**src/rtl/reset_sequencer.sv**
```systemverilog
// ---------------------------------------------------------------------------
// reset_sequencer
//   Releases a bank of active-low channel resets one at a time, in ascending
//   index order, once the PLL has been stably locked and a hold-off delay has
//   elapsed. Loss of lock or a software reset request drops every channel
//   back into reset together and restarts the whole sequence.
//
// Ports
//   i_clk           : single clock for all sequential logic
//   i_reset_n       : asynchronous active-low reset (deassertion synchronized)
//   i_pll_locked    : asynchronous lock indicator (double-flop synchronized)
//   i_sw_reset      : synchronous active-high request for a full re-sequence
//   o_chan_reset_n  : per-channel active-low resets, released low index first
//   o_all_released  : high once every channel has been released
//   o_seq_state     : 0 = LOCK_WAIT, 1 = DELAY, 2 = RELEASE, 3 = DONE
// ---------------------------------------------------------------------------
module reset_sequencer #(
  parameter int NUM_CHANNELS = 4,
  parameter int DELAY_CYCLES = 160,
  parameter int STAGE_GAP    = 16,
  parameter int LOCK_FILTER  = 8,
  parameter int USE_LOCK     = 1
) (
  input  logic                    i_clk,
  input  logic                    i_reset_n,
  input  logic                    i_pll_locked,
  input  logic                    i_sw_reset,
  output logic [NUM_CHANNELS-1:0] o_chan_reset_n,
  output logic                    o_all_released,
  output logic [1:0]              o_seq_state
);

  // Counter widths are derived from each counter's terminal value.
  localparam int LOCK_W  = $clog2(LOCK_FILTER - 1) + 1;
  localparam int DELAY_W = $clog2(DELAY_CYCLES - 1) + 1;
  localparam int GAP_W   = $clog2(STAGE_GAP - 1) + 1;
  localparam int CH_W    = $clog2(NUM_CHANNELS - 1) + 1;

  localparam logic [LOCK_W-1:0]       LOCK_TERM  = LOCK_W'(LOCK_FILTER - 1);
  localparam logic [DELAY_W-1:0]      DELAY_TERM = DELAY_W'(DELAY_CYCLES - 1);
  localparam logic [GAP_W-1:0]        GAP_TERM   = GAP_W'(STAGE_GAP - 1);
  localparam logic [CH_W-1:0]         CH_LAST    = CH_W'(NUM_CHANNELS - 1);
  localparam logic [NUM_CHANNELS-1:0] CH_ONE     = NUM_CHANNELS'(1'b1);
  localparam logic                    LOCK_BYPASS = (USE_LOCK == 0);

  typedef enum logic [1:0] {
    ST_LOCK_WAIT = 2'd0,
    ST_DELAY     = 2'd1,
    ST_RELEASE   = 2'd2,
    ST_DONE      = 2'd3
  } state_t;

  logic [1:0]              r_rst_sync;
  logic [1:0]              r_lock_sync;
  state_t                  r_state;
  logic [LOCK_W-1:0]       r_lock_cnt;
  logic [DELAY_W-1:0]      r_dly_cnt;
  logic [GAP_W-1:0]        r_gap_cnt;
  logic [CH_W-1:0]         r_ch_idx;
  logic [NUM_CHANNELS-1:0] r_chan;
  logic                    r_all;

  logic                    w_rst_i_n;
  logic                    w_locked_s;
  logic                    w_abort;
  logic [NUM_CHANNELS-1:0] w_ch_mask;
  state_t                  w_state_nxt;
  logic [LOCK_W-1:0]       w_lock_cnt_nxt;
  logic [DELAY_W-1:0]      w_dly_cnt_nxt;
  logic [GAP_W-1:0]        w_gap_cnt_nxt;
  logic [CH_W-1:0]         w_ch_idx_nxt;
  logic [NUM_CHANNELS-1:0] w_chan_nxt;
  logic                    w_all_nxt;

  // Reset synchronizer: assertion is immediate, release happens on the 2nd edge.
  always_ff @(posedge i_clk or negedge i_reset_n) begin
    if (!i_reset_n) begin
      r_rst_sync <= 2'b00;
    end else begin
      r_rst_sync <= {r_rst_sync[0], 1'b1};
    end
  end

  assign w_rst_i_n = r_rst_sync[1];

  // Lock synchronizer: runs straight from i_reset_n so it is already sampling
  // while the internal reset is still being held.
  always_ff @(posedge i_clk or negedge i_reset_n) begin
    if (!i_reset_n) begin
      r_lock_sync <= 2'b00;
    end else begin
      r_lock_sync <= {r_lock_sync[0], i_pll_locked};
    end
  end

  // With the lock check disabled the synchronized lock is forced high, so only
  // a software reset can abort the sequence.
  assign w_locked_s = r_lock_sync[1] | LOCK_BYPASS;
  assign w_abort    = (~w_locked_s) | i_sw_reset;
  assign w_ch_mask  = CH_ONE << r_ch_idx;

  // Next-state, counter and output decode.
  always_comb begin
    w_state_nxt    = r_state;
    w_lock_cnt_nxt = r_lock_cnt;
    w_dly_cnt_nxt  = r_dly_cnt;
    w_gap_cnt_nxt  = r_gap_cnt;
    w_ch_idx_nxt   = r_ch_idx;
    w_chan_nxt     = r_chan;
    w_all_nxt      = r_all;

    case (r_state)
      ST_LOCK_WAIT: begin
        if (w_locked_s && !i_sw_reset) begin
          if (r_lock_cnt == LOCK_TERM) begin
            w_state_nxt    = ST_DELAY;
            w_lock_cnt_nxt = '0;
          end else begin
            w_lock_cnt_nxt = r_lock_cnt + LOCK_W'(1'b1);
          end
        end else begin
          w_lock_cnt_nxt = '0;
        end
      end

      ST_DELAY: begin
        // Abort is tested first so it beats the terminal count on the same edge.
        if (w_abort) begin
          w_state_nxt    = ST_LOCK_WAIT;
          w_lock_cnt_nxt = '0;
          w_dly_cnt_nxt  = '0;
          w_gap_cnt_nxt  = '0;
          w_ch_idx_nxt   = '0;
          w_chan_nxt     = '0;
          w_all_nxt      = 1'b0;
        end else if (r_dly_cnt == DELAY_TERM) begin
          w_dly_cnt_nxt = '0;
          w_chan_nxt    = CH_ONE;
          if (NUM_CHANNELS == 1) begin
            // A single channel needs no stage gap: finish on this edge.
            w_state_nxt = ST_DONE;
            w_all_nxt   = 1'b1;
          end else begin
            w_state_nxt  = ST_RELEASE;
            w_ch_idx_nxt = CH_W'(1'b1);
          end
        end else begin
          w_dly_cnt_nxt = r_dly_cnt + DELAY_W'(1'b1);
        end
      end

      ST_RELEASE: begin
        if (w_abort) begin
          w_state_nxt    = ST_LOCK_WAIT;
          w_lock_cnt_nxt = '0;
          w_dly_cnt_nxt  = '0;
          w_gap_cnt_nxt  = '0;
          w_ch_idx_nxt   = '0;
          w_chan_nxt     = '0;
          w_all_nxt      = 1'b0;
        end else if (r_gap_cnt == GAP_TERM) begin
          // r_ch_idx always names the next channel still held in reset.
          w_gap_cnt_nxt = '0;
          w_chan_nxt    = r_chan | w_ch_mask;
          if (r_ch_idx == CH_LAST) begin
            w_state_nxt = ST_DONE;
            w_all_nxt   = 1'b1;
          end else begin
            w_ch_idx_nxt = r_ch_idx + CH_W'(1'b1);
          end
        end else begin
          w_gap_cnt_nxt = r_gap_cnt + GAP_W'(1'b1);
        end
      end

      ST_DONE: begin
        if (w_abort) begin
          w_state_nxt    = ST_LOCK_WAIT;
          w_lock_cnt_nxt = '0;
          w_dly_cnt_nxt  = '0;
          w_gap_cnt_nxt  = '0;
          w_ch_idx_nxt   = '0;
          w_chan_nxt     = '0;
          w_all_nxt      = 1'b0;
        end else begin
          w_state_nxt = ST_DONE;
        end
      end

      default: begin
        w_state_nxt    = ST_LOCK_WAIT;
        w_lock_cnt_nxt = '0;
        w_dly_cnt_nxt  = '0;
        w_gap_cnt_nxt  = '0;
        w_ch_idx_nxt   = '0;
        w_chan_nxt     = '0;
        w_all_nxt      = 1'b0;
      end
    endcase
  end

  // FSM, counters and output registers, all cleared by the internal reset.
  always_ff @(posedge i_clk or negedge w_rst_i_n) begin
    if (!w_rst_i_n) begin
      r_state    <= ST_LOCK_WAIT;
      r_lock_cnt <= '0;
      r_dly_cnt  <= '0;
      r_gap_cnt  <= '0;
      r_ch_idx   <= '0;
      r_chan     <= '0;
      r_all      <= 1'b0;
    end else begin
      r_state    <= w_state_nxt;
      r_lock_cnt <= w_lock_cnt_nxt;
      r_dly_cnt  <= w_dly_cnt_nxt;
      r_gap_cnt  <= w_gap_cnt_nxt;
      r_ch_idx   <= w_ch_idx_nxt;
      r_chan     <= w_chan_nxt;
      r_all      <= w_all_nxt;
    end
  end

  assign o_chan_reset_n = r_chan;
  assign o_all_released = r_all;
  assign o_seq_state    = r_state;

endmodule

```
**config.mk**
```make
export PLATFORM = sky130hd
export DESIGN_NAME = reset_sequencer
export DESIGN_NICKNAME = d
export VERILOG_FILES = /design/src/rtl/reset_sequencer.sv
export SDC_FILE = /design/constraint.sdc
export NUM_CORES = 1
export LEC_CHECK = 0
export CAP_MARGIN = 20
export CORE_AREA = 2 2 48 72
export CTS_BUF_LIST = sky130_fd_sc_hd__clkbuf_8
export CTS_CLUSTER_SIZE = 30
export DETAILED_ROUTE_END_ITERATION = 10
export DIE_AREA = 0 0 50 74
export PLACE_DENSITY = 0.78
export SLEW_MARGIN = 20
export SYNTH_ARGS = -nofsm -noshare
export SYNTH_HDL_FRONTEND = slang
export SYNTH_SLANG_ARGS = --single-unit
export TNS_END_PERCENT = 30
```
**constraint.sdc**
```tcl
create_clock -name i_clk -period 2 [get_ports i_clk]
set_clock_uncertainty 0.2 [all_clocks]
set_input_delay 0.4 -clock i_clk [delete_from_list [all_inputs] [get_ports i_clk]]
set_output_delay 0.4 -clock i_clk [all_outputs]
set_load 0.005 [all_outputs]
```
## Yosys cells after proc, flatten, opt, wreduce, memory -nomap -nowiden

Index checks and enable logic that the tools add are counted.

| operators by class | value |
|---|---|
| add/sub/neg operators | 4 |
| multiply operators | 0 |
| divide/modulo/power cells | 0 |
| order comparisons | 0 |
| eq/ne operators | 17 |
| shifts and indexed selects | 1 |
| multiplexer cells | 38 |
| bitwise operators | 3 |
| reductions and logical operators | 15 |

Operators by type and width:

| operator | number |
|---|---|
| 2-to-1 mux 4 bit | 7 |
| 2-to-1 mux 9 bit | 3 |
| 2-to-1 mux 3 bit | 6 |
| one-hot mux 9 bit (2 select lines) | 1 |
| 2-to-1 mux 2 bit | 8 |
| 2-to-1 mux 5 bit | 3 |
| != test 3 bit, second input constant | 4 |
| one-hot mux 4 bit (3 select lines) | 1 |
| one-hot mux 5 bit (2 select lines) | 1 |
| AND reduction 5 bit | 2 |
| adder 9 x 1 -> 9 bit, second input constant | 1 |
| == test 9 x 8 -> 1 bit, second input constant | 1 |
| one-hot mux 3 bit (3 select lines) | 1 |
| one-hot mux 2 bit (4 select lines) | 1 |
| one-hot mux 4 bit (2 select lines) | 1 |
| AND reduction 4 bit | 2 |
| != test 2 x 1 -> 1 bit, second input constant | 3 |
| != test 2 bit, second input constant | 3 |
| adder 5 x 1 -> 5 bit, second input constant | 1 |
| == test 5 x 4 -> 1 bit, second input constant | 1 |
| adder 4 x 1 -> 4 bit, second input constant | 1 |
| == test 2 bit, second input constant | 2 |
| == test 4 x 3 -> 1 bit, second input constant | 1 |
| 2-to-1 mux 1 bit | 4 |
| 16 further kinds | 19 |

| storage, ports and cells | value |
|---|---|
| register bits | 32 |
| latch bits | 0 |
| bits in writable memories | 0 |
| ROM bits | 0 |
| input bits | 4 |
| output and inout bits | 7 |
| word-level logic and storage cells | 87 |
| memories kept | 0 |

## Logic depth before layout (Yosys ltp)

| depth | value |
|---|---|
| depth in word-level cells | 5 |
| mapped depth | 6 |
| depth with buffers taken out | 6 |

## Least setup slack after synthesis

Ideal clock, no wire load.

| path | value |
|---|---|
| kind | flip-flop to flip-flop |
| start | register r_dly_cnt[0] |
| end | register r_chan[1], in the netlist o_chan_reset_n[1] |
| setup time | 0.119 ns |
| data arrival time | 1.443 ns |
| required time | 1.681 ns |
| slack | 0.239 ns |
| stages on the path, launching flop included | 7 |
| buffers on the path | 0 |
| clock period less this slack | 1.761 ns |
| cells stage by stage | dfrtp_1 -> ha_1 -> and2_1 -> a41o_2 -> a22oi_4 -> nor3b_1 -> o21a_1 |

| between the ends | value |
|---|---|
| cells in the longest elaborated chain, start to end | 3 |

Ends and longest elaborated chain:

| what | RTL line | source |
|---|---|---|
| from (decl) | 57 | `logic [DELAY_W-1:0] r_dly_cnt;` |
| from (signal assigned) | 215 | `r_dly_cnt <= w_dly_cnt_nxt;` |
| == test 9 x 8 -> 1 bit | 136 | `end else if (r_dly_cnt == DELAY_TERM) begin` |
| != test 3 bit (no source line) | - |  |
| AND reduction 4 bit (no source line) | - |  |
| to (signal assigned) | 218 | `r_chan <= w_chan_nxt;` |
| to (decl) | 60 | `logic [NUM_CHANNELS-1:0] r_chan;` |

No other way between the ends.
A chain may end at the register's enable or synchronous reset.

## Worst setup path after layout

| path | value |
|---|---|
| start | register r_state[0], in the netlist o_seq_state[0] |
| end | output o_seq_state[0] |

RTL lines:

| what | RTL line | source |
|---|---|---|
| from (decl) | 55 | `state_t r_state;` |
| from (signal assigned) | 213 | `r_state <= w_state_nxt;` |
| to (decl) | 30 | `output logic [1:0] o_seq_state` |

No word-level cell between the ends.

==> results.json <==
{
  "clock_latency_ns": 0.28,
  "sequentialPowerShare_pct": 47.5,
  "cts.sinks": 32,
  "grt-ovfl-total": 0,
  "crit_family": "buffers and inverters",
  "io_buffers": 10,
  "critPathMaxStageDelay_ns": 0.55,
  "vias": 1355,
  "reg2reg_depth": 6,
  "critPathLaunchType": "flop",
  "num_rows": 25,
  "gp_congestion": 0.9102,
  "ys_ff_latch": 32,
  "cp_max_fo": 8,
  "grt_pass1_wl_mm": 6.216,
  "layout_setup_ws_ns": 0.08493,
  "drcViolationCount": 0,
  "placed_cells": 226,
  "yosysTopAreaCellShare_pct": 48.23,
  "numCtsBuffers": 5,
  "pre_cts_slack_ns": -0.1108,
  "track_usage_pct": 22.09,
  "fin_tns_setup_ns": 0,
  "post_drt_wl_per_cell_um": 15.36,
  "viasPerCell": 5.791,
  "grt_pass1_vias": 1443,
  "syn_inst": 168,
  "synth-seq-area-share_pct": 48.23,
  "critPathSlowestCell": "clkdlybuf4s50_1",
  "power_frac_comb_pct": 3.5,
  "min_period_ns": 1.915,
  "final_core_util_pct": 64.93,
  "critical_path_buf_inv_count": 1,
  "syn_area_mm2": 0.001660,
  "cp.required_ns": 1.40,
  "worstReg2RegStart": "r_dly_cnt[0]$_DFFE_PN0P_",
  "cts_max_level": 2,
  "finalPower_mw": 1.386,
  "synthDistinctLibCells": 44,
  "period_share_pct": 95.75,
  "grt_max_degree": 29,
  "fin_area_mm2": 0.002011,
  "syn_area_per_cell_um2": 9.883,
  "die_area_mm2": 0.003700,
  "drt-pass1-iter-count": 4,
  "postPlaceCellArea_mm2": 0.001883,
  "vdd_drop_max_v": 0.0006865,
  "rsz0062_at_grt": "no",
  "crit_start": "o_seq_state[0]$_DFFE_PN0P_",
  "die_height_um": 74,
  "max_freq_mhz": 522.2,
  "drt-total-wl_mm": 3.595,
  "io_pins": 11,
  "final_cells": 234,
  "area_growth_pct": 21.10,
  "synth_warnings": 0,
  "clkSlewWorstSetupHoldPaths_ns": 0.07,
  "antenna_found_initial": 0,
  "dp_hpwl_mm": 2.616,
  "status": "complete, no violations",
  "min_path_type": "flop to asynchronous set/reset pin",
  "internal_power_mw": 1.113,
  "die_w_um": 50,
  "drive_gt1_share_pct": 15.98,
  "crit_chain": "clkdlybuf4s50_1",
  "sw_frac_of_total_pct": 19.75,
  "ant_nets": 0,
  "syn_nets": 180,
  "cp_num_cells": 1,
  "start_util_pct": 53.62,
  "crit_type": "flop to output pin",
  "power.leakage_nw": 0.9422,
  "synth_area_leaders": "dfrtp_1, ha_1, xor2_1, nor2_1, a21oi_1",
  "p_sw_uw": 273.7,
  "hold_buffers": 0,
  "synth_area_leader_cell": "dfrtp_1",
  "end_kind": "output pin",
  "cp.arrival_ns": 1.32,
  "cts_tree": "yes",
  "final_nets": 205,
  "maxCapViolCount": 0,
  "cts-root-buf": "clkbuf_8",
  "cts_buffer_depth": 2,
  "finalMaxSlewViolations": 0,
  "hold_viol": 0,
  "core-area_mm2": 0.003097,
  "num_antenna_cells": 0,
  "p_clk_share_pct": 49.0,
  "hold_slack_ns": 0.04242,
  "setup_viol_count_final": 0,
  "drt_iter0_markers": 43,
  "power.density_mw_per_mm2": 689.4
}
Yosys cell counts, drive strengths merged:
cell type,n
a21o,1
a21oi,12
a221oi,1
a22o,1
a22oi,2
a31oi,2
a32o,2
a32oi,1
a41o,1
and2,3
and3,1
and3b,1
and4,1
buf,4
clkbuf,3
clkinv,1
conb,1
dfrtp,32
ha,8
inv,6
mux2,1
nand2,16
nand2b,2
nand3,7
nand4,4
nand4b,1
nor2,18
nor2b,2
nor3,3
nor3b,4
nor4,1
nor4b,1
o21a,3
o21ai,9
o21bai,1
o22ai,1
or2,1
or3,1
xor2,8
registers in the layout (all words and copies together), names as in the netlist, 2 cells and up:
| name | count |
|---|---|
| o_chan_reset_n | 4 |
| o_seq_state | 2 |
| r_ch_idx | 3 |
| r_dly_cnt | 9 |
| r_gap_cnt | 5 |
| r_lock_cnt | 4 |
| r_lock_sync | 2 |
| r_rst_sync | 2 |
path summary, 6_finish.rpt:
| path | slack (ns) | endpoint |
|---|---|---|
| setup / recovery | 0.08 | o_seq_state[0] |
| hold / removal | 0.04 | r_gap_cnt[0]$_DFFE_PN0P_ |
| setup reg to reg | 0.08 | o_chan_reset_n[2]$_DFFE_PN0P_ |
| hold reg to reg | 0.04 | r_gap_cnt[0]$_DFFE_PN0P_ |
| max in group asynchronous | 1.26 | o_seq_state[1]$_DFFE_PN0P_ |
| min in group i_clk | 0.16 | r_lock_sync[1]$_DFF_PN0_ |
cell type report:
class	instances	area, um2
clock buffers	7	96.34
clock inverters	1	30.03
fillers	224	1086
inverters	7	26.28
multi-input cells	122	793.3
flip-flops and latches	32	802.0
well taps	40	50.05
repair buffers	25	212.7
kinds of logic after synthesis:
family | after synthesis | share of synthesized area (%)
AND/OR/NAND/NOR | 67 | 21.48
adder cells (fa/ha/maj) | 8 | 6.029
other | 1 | 0.2259
AO/OA/AOI/OAI | 37 | 15.15
multiplexers | 1 | 0.6782
XOR/XNOR | 8 | 4.220
buffers and inverters | 14 | 3.994
flip-flops | 32 | 48.23
power groups by stage:
stage	sequential, mW	clock (mW)	combinational, mW
detailed placement	0.671	0	0.0481
global placement	0.670	0	0.0464
finish	0.659	0.679	0.0483
floorplan	0.677	0	0.0189
global route	0.659	0.715	0.0548
CTS	0.659	0.689	0.0486
cells in the final DEF (no fill, tap or decap), types with 2 or more instances in the layout:
master | synthesis | layout
clkdlybuf4s50_1 | 0 | 10
nand2_1 | 16 | 16
a31oi_1 | 2 | 2
a32o_1 | 2 | 2
ha_1 | 8 | 8
a21oi_1 | 12 | 12
inv_1 | 6 | 6
clkbuf_8 | 0 | 7
nand2b_1 | 2 | 2
dfrtp_1 | 32 | 31
nor2_1 | 18 | 18
o21ai_0 | 8 | 8
xor2_1 | 8 | 8
o21a_1 | 3 | 3
and2_1 | 3 | 3
nand3_1 | 7 | 7
nor3b_1 | 3 | 3
nor3_1 | 3 | 3
nand4_1 | 4 | 4
nor2b_1 | 2 | 2
buf_4 | 1 | 15
per-layer routing:
layer | global-route usage [%] | routed length [um]
met5 | 0 | 0
met4 | 12.96 | 95
met3 | 4.016 | 114
met2 | 39.47 | 1988
met1 | 24.30 | 1396
what timing repair did:
item,CTS,global route
setup endpoints to repair,1,0
buffers inserted,0,0
gates resized for setup,1,0
No activity file was read; power rests on OpenSTA's default activity.
